`src/rtl/cache_controller.sv`:
```
// Two-way set-associative cache controller: tag/valid/dirty/LRU state, write-back, write-allocate.
// Optional hit/miss statistics counters are built when CACHE_CTRL_STATS_EN is defined.
module cache_controller #(
    parameter int ADDR_WIDTH  = 32,
    parameter int N_WAYS      = 2,
    parameter int NUM_SETS    = 16,
    parameter int OFFSET_BITS = 6,
    parameter int INDEX_BITS  = 4,
    parameter int TAG_BITS    = 22
) (
    input  logic                  clk,
    input  logic                  rst,
    input  logic                  cpu_req_valid,
    input  logic                  cpu_req_we,
    input  logic [ADDR_WIDTH-1:0] cpu_req_addr,
    output logic                  cpu_req_ready,
    output logic                  cpu_resp_valid,
    output logic                  cpu_resp_hit,
    output logic                  data_way,
    output logic [INDEX_BITS-1:0] data_index,
    output logic                  data_we,
    output logic                  mem_req_valid,
    output logic                  mem_req_we,
    output logic [ADDR_WIDTH-1:0] mem_req_addr,
    input  logic                  mem_ack,
    output logic [31:0]           hit_count,
    output logic [31:0]           miss_count
);

    typedef enum logic [2:0] {
        IDLE,
        LOOKUP,
        WRITEBACK,
        FILL,
        RESP
    } state_t;

    state_t state, state_nxt;

    logic [TAG_BITS-1:0]   req_tag;
    logic [INDEX_BITS-1:0] req_idx;
    logic                  req_we;
    logic                  hit_q;
    logic                  way_q;
    logic                  resp_valid_q;
    logic                  resp_hit_q;

    logic [N_WAYS-1:0]   valid [NUM_SETS];
    logic [N_WAYS-1:0]   dirty [NUM_SETS];
    logic [NUM_SETS-1:0] lru;
    logic [TAG_BITS-1:0] tags  [NUM_SETS][N_WAYS];

    logic [N_WAYS-1:0] way_hit;
    logic              hit;
    logic              hit_way;
    logic              victim;
    logic              victim_dirty;
    logic              unused_offset;

    assign unused_offset = ^cpu_req_addr[OFFSET_BITS-1:0];

    always_comb begin
        for (int w = 0; w < N_WAYS; w++) begin
            way_hit[w] = valid[req_idx][w] && (tags[req_idx][w] == req_tag);
        end
    end

    assign hit     = |way_hit;
    assign hit_way = ~way_hit[0];

    // Fill an empty way before evicting anything; way 0 wins a tie.
    always_comb begin
        if (!valid[req_idx][0]) begin
            victim = 1'b0;
        end else if (!valid[req_idx][1]) begin
            victim = 1'b1;
        end else begin
            victim = lru[req_idx];
        end
    end

    assign victim_dirty = valid[req_idx][victim] && dirty[req_idx][victim];

    always_ff @(posedge clk) begin
        if (rst) begin
            state <= IDLE;
        end else begin
            state <= state_nxt;
        end
    end

    always_comb begin
        state_nxt = state;
        unique case (state)
            IDLE: begin
                if (cpu_req_valid) begin
                    state_nxt = LOOKUP;
                end
            end
            LOOKUP: begin
                if (hit) begin
                    state_nxt = RESP;
                end else if (victim_dirty) begin
                    state_nxt = WRITEBACK;
                end else begin
                    state_nxt = FILL;
                end
            end
            WRITEBACK: begin
                if (mem_ack) begin
                    state_nxt = FILL;
                end
            end
            FILL: begin
                if (mem_ack) begin
                    state_nxt = RESP;
                end
            end
            RESP: state_nxt = IDLE;
            default: state_nxt = IDLE;
        endcase
    end

    always_comb begin
        cpu_req_ready = 1'b0;
        mem_req_valid = 1'b0;
        mem_req_we    = 1'b0;
        mem_req_addr  = '0;
        data_we       = 1'b0;
        data_way      = 1'b0;
        data_index    = '0;
        unique case (state)
            IDLE: begin
                cpu_req_ready = 1'b1;
            end
            LOOKUP: begin
                data_index = req_idx;
                data_way   = hit ? hit_way : victim;
                data_we    = hit && req_we;
            end
            WRITEBACK: begin
                data_index    = req_idx;
                data_way      = way_q;
                mem_req_valid = 1'b1;
                mem_req_we    = 1'b1;
                mem_req_addr  = {tags[req_idx][way_q], req_idx,
                                 {OFFSET_BITS{1'b0}}};
            end
            FILL: begin
                data_index    = req_idx;
                data_way      = way_q;
                data_we       = mem_ack;
                mem_req_valid = 1'b1;
                mem_req_addr  = {req_tag, req_idx, {OFFSET_BITS{1'b0}}};
            end
            RESP: begin
                data_index = req_idx;
                data_way   = way_q;
            end
            default: ;
        endcase
    end

    // The completion pulse is registered out of RESP, giving a 3-cycle hit.
    assign cpu_resp_valid = resp_valid_q;
    assign cpu_resp_hit   = resp_hit_q;

    always_ff @(posedge clk) begin
        if (rst) begin
            req_tag      <= '0;
            req_idx      <= '0;
            req_we       <= 1'b0;
            hit_q        <= 1'b0;
            way_q        <= 1'b0;
            resp_valid_q <= 1'b0;
            resp_hit_q   <= 1'b0;
            lru          <= '0;
            for (int s = 0; s < NUM_SETS; s++) begin
                valid[s] <= '0;
                dirty[s] <= '0;
            end
        end else begin
            resp_valid_q <= (state == RESP);
            resp_hit_q   <= (state == RESP) && hit_q;
            unique case (state)
                IDLE: begin
                    if (cpu_req_valid) begin
                        req_tag <= cpu_req_addr[ADDR_WIDTH-1 -: TAG_BITS];
                        req_idx <= cpu_req_addr[OFFSET_BITS +: INDEX_BITS];
                        req_we  <= cpu_req_we;
                    end
                end
                LOOKUP: begin
                    hit_q <= hit;
                    way_q <= hit ? hit_way : victim;
                    if (hit) begin
                        lru[req_idx] <= ~hit_way;
                        if (req_we) begin
                            dirty[req_idx][hit_way] <= 1'b1;
                        end
                    end
                end
                FILL: begin
                    if (mem_ack) begin
                        valid[req_idx][way_q] <= 1'b1;
                        dirty[req_idx][way_q] <= req_we;
                        lru[req_idx]          <= ~way_q;
                    end
                end
                default: ;
            endcase
        end
    end

    always_ff @(posedge clk) begin
        if (!rst && state == FILL && mem_ack) begin
            tags[req_idx][way_q] <= req_tag;
        end
    end

`ifdef CACHE_CTRL_STATS_EN
    logic [31:0] hits_q;
    logic [31:0] misses_q;

    always_ff @(posedge clk) begin
        if (rst) begin
            hits_q   <= '0;
            misses_q <= '0;
        end else if (state == RESP) begin
            if (hit_q && !(&hits_q)) begin
                hits_q <= hits_q + 32'd1;
            end
            if (!hit_q && !(&misses_q)) begin
                misses_q <= misses_q + 32'd1;
            end
        end
    end

    assign hit_count  = hits_q;
    assign miss_count = misses_q;
`else
    assign hit_count  = '0;
    assign miss_count = '0;
`endif

endmodule
```
`config.mk`:
```
export PLATFORM = sky130hd
export DESIGN_NAME = cache_controller
export DESIGN_NICKNAME = d
export VERILOG_FILES = /design/src/rtl/cache_controller.sv
export SDC_FILE = /design/constraint.sdc
export NUM_CORES = 1
export LEC_CHECK = 0
export BUFFER_PORTS_ARGS = -buffer_cell sky130_fd_sc_hd__buf_2
export CAP_MARGIN = 25
export CORE_AREA = 2 2 179 312
export CTS_CLUSTER_DIAMETER = 40
export CTS_CLUSTER_SIZE = 10
export DETAILED_ROUTE_END_ITERATION = 10
export DIE_AREA = 0 0 181 314
export GPL_TIMING_DRIVEN = 0
export HOLD_SLACK_MARGIN = 0.06
export MAX_ROUTING_LAYER = met4
export PLACE_DENSITY_LB_ADDON = 0.05
export REMOVE_ABC_BUFFERS = 1
export SLEW_MARGIN = 10
export SYNTH_ARGS = -nofsm -noshare
export SYNTH_HDL_FRONTEND = slang
export SYNTH_SLANG_ARGS = --single-unit
```
`constraint.sdc`:
```
create_clock -name clk -period 10.8 [get_ports clk]
set_input_delay 1.62 -clock clk [delete_from_list [all_inputs] [get_ports clk]]
set_output_delay 1.62 -clock clk [all_outputs]
set_load 0.1 [all_outputs]
```
# == Word-level counts from Yosys, hierarchy flattened ==
# Memories as Yosys holds them, arrays and structs flattened. A register that Yosys moved wholly into a read port is not among the register bits.
# Index checks and enable logic that the tools add are counted.
# classes
n_lt_le_gt_ge,9
n_eq_ne,10
muxes,65
n_bitwise,5
n_reduce_logical,23
# ops
op,count
22-bit two-way mux,4
32-bit one-hot mux with 2 select lines,1
22-bit == test,2
44-bit two-way mux,1
4-bit two-way mux,9
16-bit bitwise mux,2
16-bit two-way mux,2
16-bit one-hot mux with 2 select lines,1
1-bit two-way mux,27
22-bit demux with 1-bit select,1
2-bit two-way mux,6
3-bit two-way mux,4
3-bit one-hot mux with 4 select lines,1
1-bit logical AND,11
"2-bit != test, second input constant",4
2-bit OR reduction,4
"3-bit by 2-bit == test with 1-bit output, second input constant",2
"1-bit by 2-bit less-than comparator with 1-bit output, second input constant",3
3-bit AND reduction,2
"4-bit by 5-bit less-than comparator with 1-bit output, second input constant",1
1-bit binary-select mux with 4-bit select,1
1-bit demux with 4-bit select,1
"4-bit by 1-bit greater-or-equal comparator with 1-bit output, second input constant",1
1-bit one-hot mux with 2 select lines,2
15 further kinds,19
# word_totals
register_bits,50
ram_bits,768
input_bits,37
output_inout_bits,107
elab_cells,124
memories,3
# mem_list
name,words,word_bits,rd,rd_clocked_by_memory_dff,wr,line,text
tags,16,44,1,1,1,51,logic [TAG_BITS-1:0] tags [NUM_SETS][N_WAYS];
dirty,16,2,1,1,16,49,logic [N_WAYS-1:0] dirty [NUM_SETS];
valid,16,2,1,1,16,48,logic [N_WAYS-1:0] valid [NUM_SETS];

# == Depth between registers and ports, before layout ==
# logic_depth
word_depth,11
ltp_mapped,15
mapped_depth_nobuf,9

# == Worst setup path before layout ==
# No wires, ideal clock.
# synth_timing
path_type,register to output
start,reg (tool-made name)
end,out data_we
arrival_ns,4.355
required_time_ns,9.180
setup_slack_ns,4.825
path_stages_with_launch,11
n_path_buf,2
cell_sequence,dfxtp_1 > buf_4 > buf_2 > mux4_2 > o21ai_0 > mux2i_1 > o21ai_0 > or4_1 > or3_1 > a211o_1 > a21oi_1
# synth_rtl
element,line,text
"end, declared",21,"output logic data_we,"

==> metrics.txt <==
status complete, no violations; Netlist cell types 73; via count 20700; Setup Buffers After CTS 0; number of gates resized after CTS 0; # DRC 0; largest net degree at the start of global routing 54; IO Port Bufs 67; # H-tree levels 3; GP Congestion 0.953; commonest cells after routing, fill and taps aside 736 x edfxtp_1, 167 x mux4_2, 133 x nand2_1, 111 x mux2i_1, 96 x clkbuf_16; Tcrit/Tclk final about two thirds; max-cap violations 0; clock insertion delay at the later pin of the skew report roughly 0.65 ns; first-pass GRT wire length 139 mm; Clock Path Buffers 3; io pins 144; Mapped Cells 2152; Final nets 2283; Area growth, synth to finish 14.0%; crit-path max FO 42; crit path kind flop to primary output; commonest non-fill, non-tap cell in the layout edfxtp_1; final setup skew about 0.028 ns; Die ar. 56800 sq um; Clk pin slew, worst setup/hold paths 0.06 ns; post-synthesis register bit count just over 800; First DRT Iteration DRCs 2722; GRT Overall Usage 35.2%; grt total ovfl 0; Pins Over Slew Limit 0; Post-DP HPWL 62.4 mm; hold_buf cts 0; Die X between 150 and 200 um; final setup violation count 0; asr flop ratio synth 0%; core area ~54000 sq um; CTS root buffer clkbuf_16; Die Y 314 um; share of cells above drive strength 1 22.0%; Hold Vio Cnt, Final 0; final WL 95.2 mm; Worst slew margin 29.0%; PwrDens 220 nW/um^2; nature of the critical path endpoint primary output; Post-Synthesis Mean Instance Area ~16 sq um; routed len/inst 31.7 um; Starting Density between 60% and 70%; Hold Path Class flop to flop; Worst VDD drop between 0.3 and 0.4 mV; CTS buffer count 94; maximum clock rate 139 MHz; synth warn 0; number of synthesized flops with an enable pin about 740; CTS tree done; leakage power 13.4 nW; Primary FF master, synth edfxtp_1; Sum Neg Setup Slack 0 ns; initial antenna violation count 1; # clock sinks between 800 and 900; Worst Path Required between 9 and 10 ns; synthesized area 34900 sq um; sequential share of the synthesized area 68.2%; Final ANT Viol Nets 0; pre-CTS WS 4.00 ns; DR pass1 iterations 6; # rows approximately 110; vias in the first global route 21000; crit start category flop; Slew @ Worst Pin around 1.1 ns; drt via density 6.90; RSZ-0062 raised after global routing false; CP arrival 5.55 ns; Tmin final 7.17 ns; final worst-path setup slack 3.63 ns
==> sequential cells by signal (all words and copies together), names as in the netlist, named ones only <==
register,cells
req_idx,4
valid,32
hit_q,1
lru,16
req_tag,22
tags,704
state,3
req_we,1
cpu_resp_valid,1
dirty,32
cpu_resp_hit,1
way_q,1
==> layout make-up <==
type,instances,area [sq um]
flip-flops and latches,822,23800
repair buffers,141,1880
diodes,1,2.50
clock buffers,152,2640
multi-input cells,1171,10400
well taps,690,863
fillers,3349,14500
inverters,16,62.6
clock inverters,9,144
==> path summary, 6_finish.rpt <==
path,from,to,slack [ns],depth (start not counted)
worst max register to register,flop,dirty[8][1],5.36,10
worst min-delay path,valid[7][0],valid[7][0],0.45,1
worst max-delay path,flop,data_we,3.63,11
worst min register to register,valid[7][0],valid[7][0],0.45,1
==> metrics by stage <==
stage / hold WS (ns) / total power [mW] / area, sq um / std cells / utilization, %
6_report: 0.445 / 8.75 / 39800 / 3002 / 73.3
3_3_place_gp: 0.427 / 5.88 / 35200 / 2766 / 64.8
2_1_floorplan: 0.421 / 5.24 / 34000 / 2009 / -
5_1_grt: 0.459 / 8.99 / 39800 / 3002 / 73.3
4_1_cts: 0.447 / 8.74 / 39800 / 2997 / 73.2
3_5_place_dp: 0.434 / 5.84 / 37000 / 2836 / 68.1
==> power breakdown <==
group / switching, mW / total (mW) / internal, mW
logic: 1.32 / 1.98 / 0.654
clock network: 1.20 / 2.93 / 1.73
registers: 0.209 / 3.84 / 3.63
==> Yosys cell counts, types with 20 or more instances <==
master	number	area share (%)
clkbuf_1	68	0.73
a22oi_1	36	0.77
a311oi_1	20	0.50
mux2i_1	111	3.2
nand3_1	26	0.37
a211oi_1	24	0.52
o22ai_1	23	0.41
xnor2_1	38	0.95
buf_2	39	0.56
a21oi_1	60	0.86
edfxtp_1	736	63
nand2_1	135	1.5
mux4_2	167	11
nor3_1	46	0.66
dfxtp_1	86	4.9
mux2_2	23	0.74
o21ai_0	39	0.56
nor2_1	126	1.4
buf_4	81	1.7
a21o_1	33	0.71
and3_1	21	0.38
==> critical path: stages, from the launching register on <==
cell and delay [ns]:
dfxtp_4 0.86, buf_12 0.31, nand2b_1 0.61, nor2_1 0.14, a211oi_1 0.60, xnor2_1 0.22, o211ai_1 0.12, or4_1 0.51
or3_1 0.52, a211o_1 0.33, a21oi_1 0.17, buf_2 0.46
==> layer usage <==
layer  part of all wire (%)  track usage, %  vias up
li1                       -               -     8535
met1                     35            42.9    10500
met2                     51            57.8     1335
met3                    9.2            5.76      324
met4                    5.8            17.8        0
met5                      0               -        -
==> kinds of logic (layout without fill, tap and decap cells) <==
family / after synthesis / in the layout / synth area share (%)
xor+xnor: 52 / 52 / 1.30
other cells: 1 / 71 / 0.0107
flops: 822 / 822 / 68.2
compound gates: 305 / 305 / 6.10
simple gates: 437 / 437 / 5.83
mux: 307 / 307 / 14.9
buf+inv: 228 / 318 / 3.64
Power figures use the tool's default switching activity.
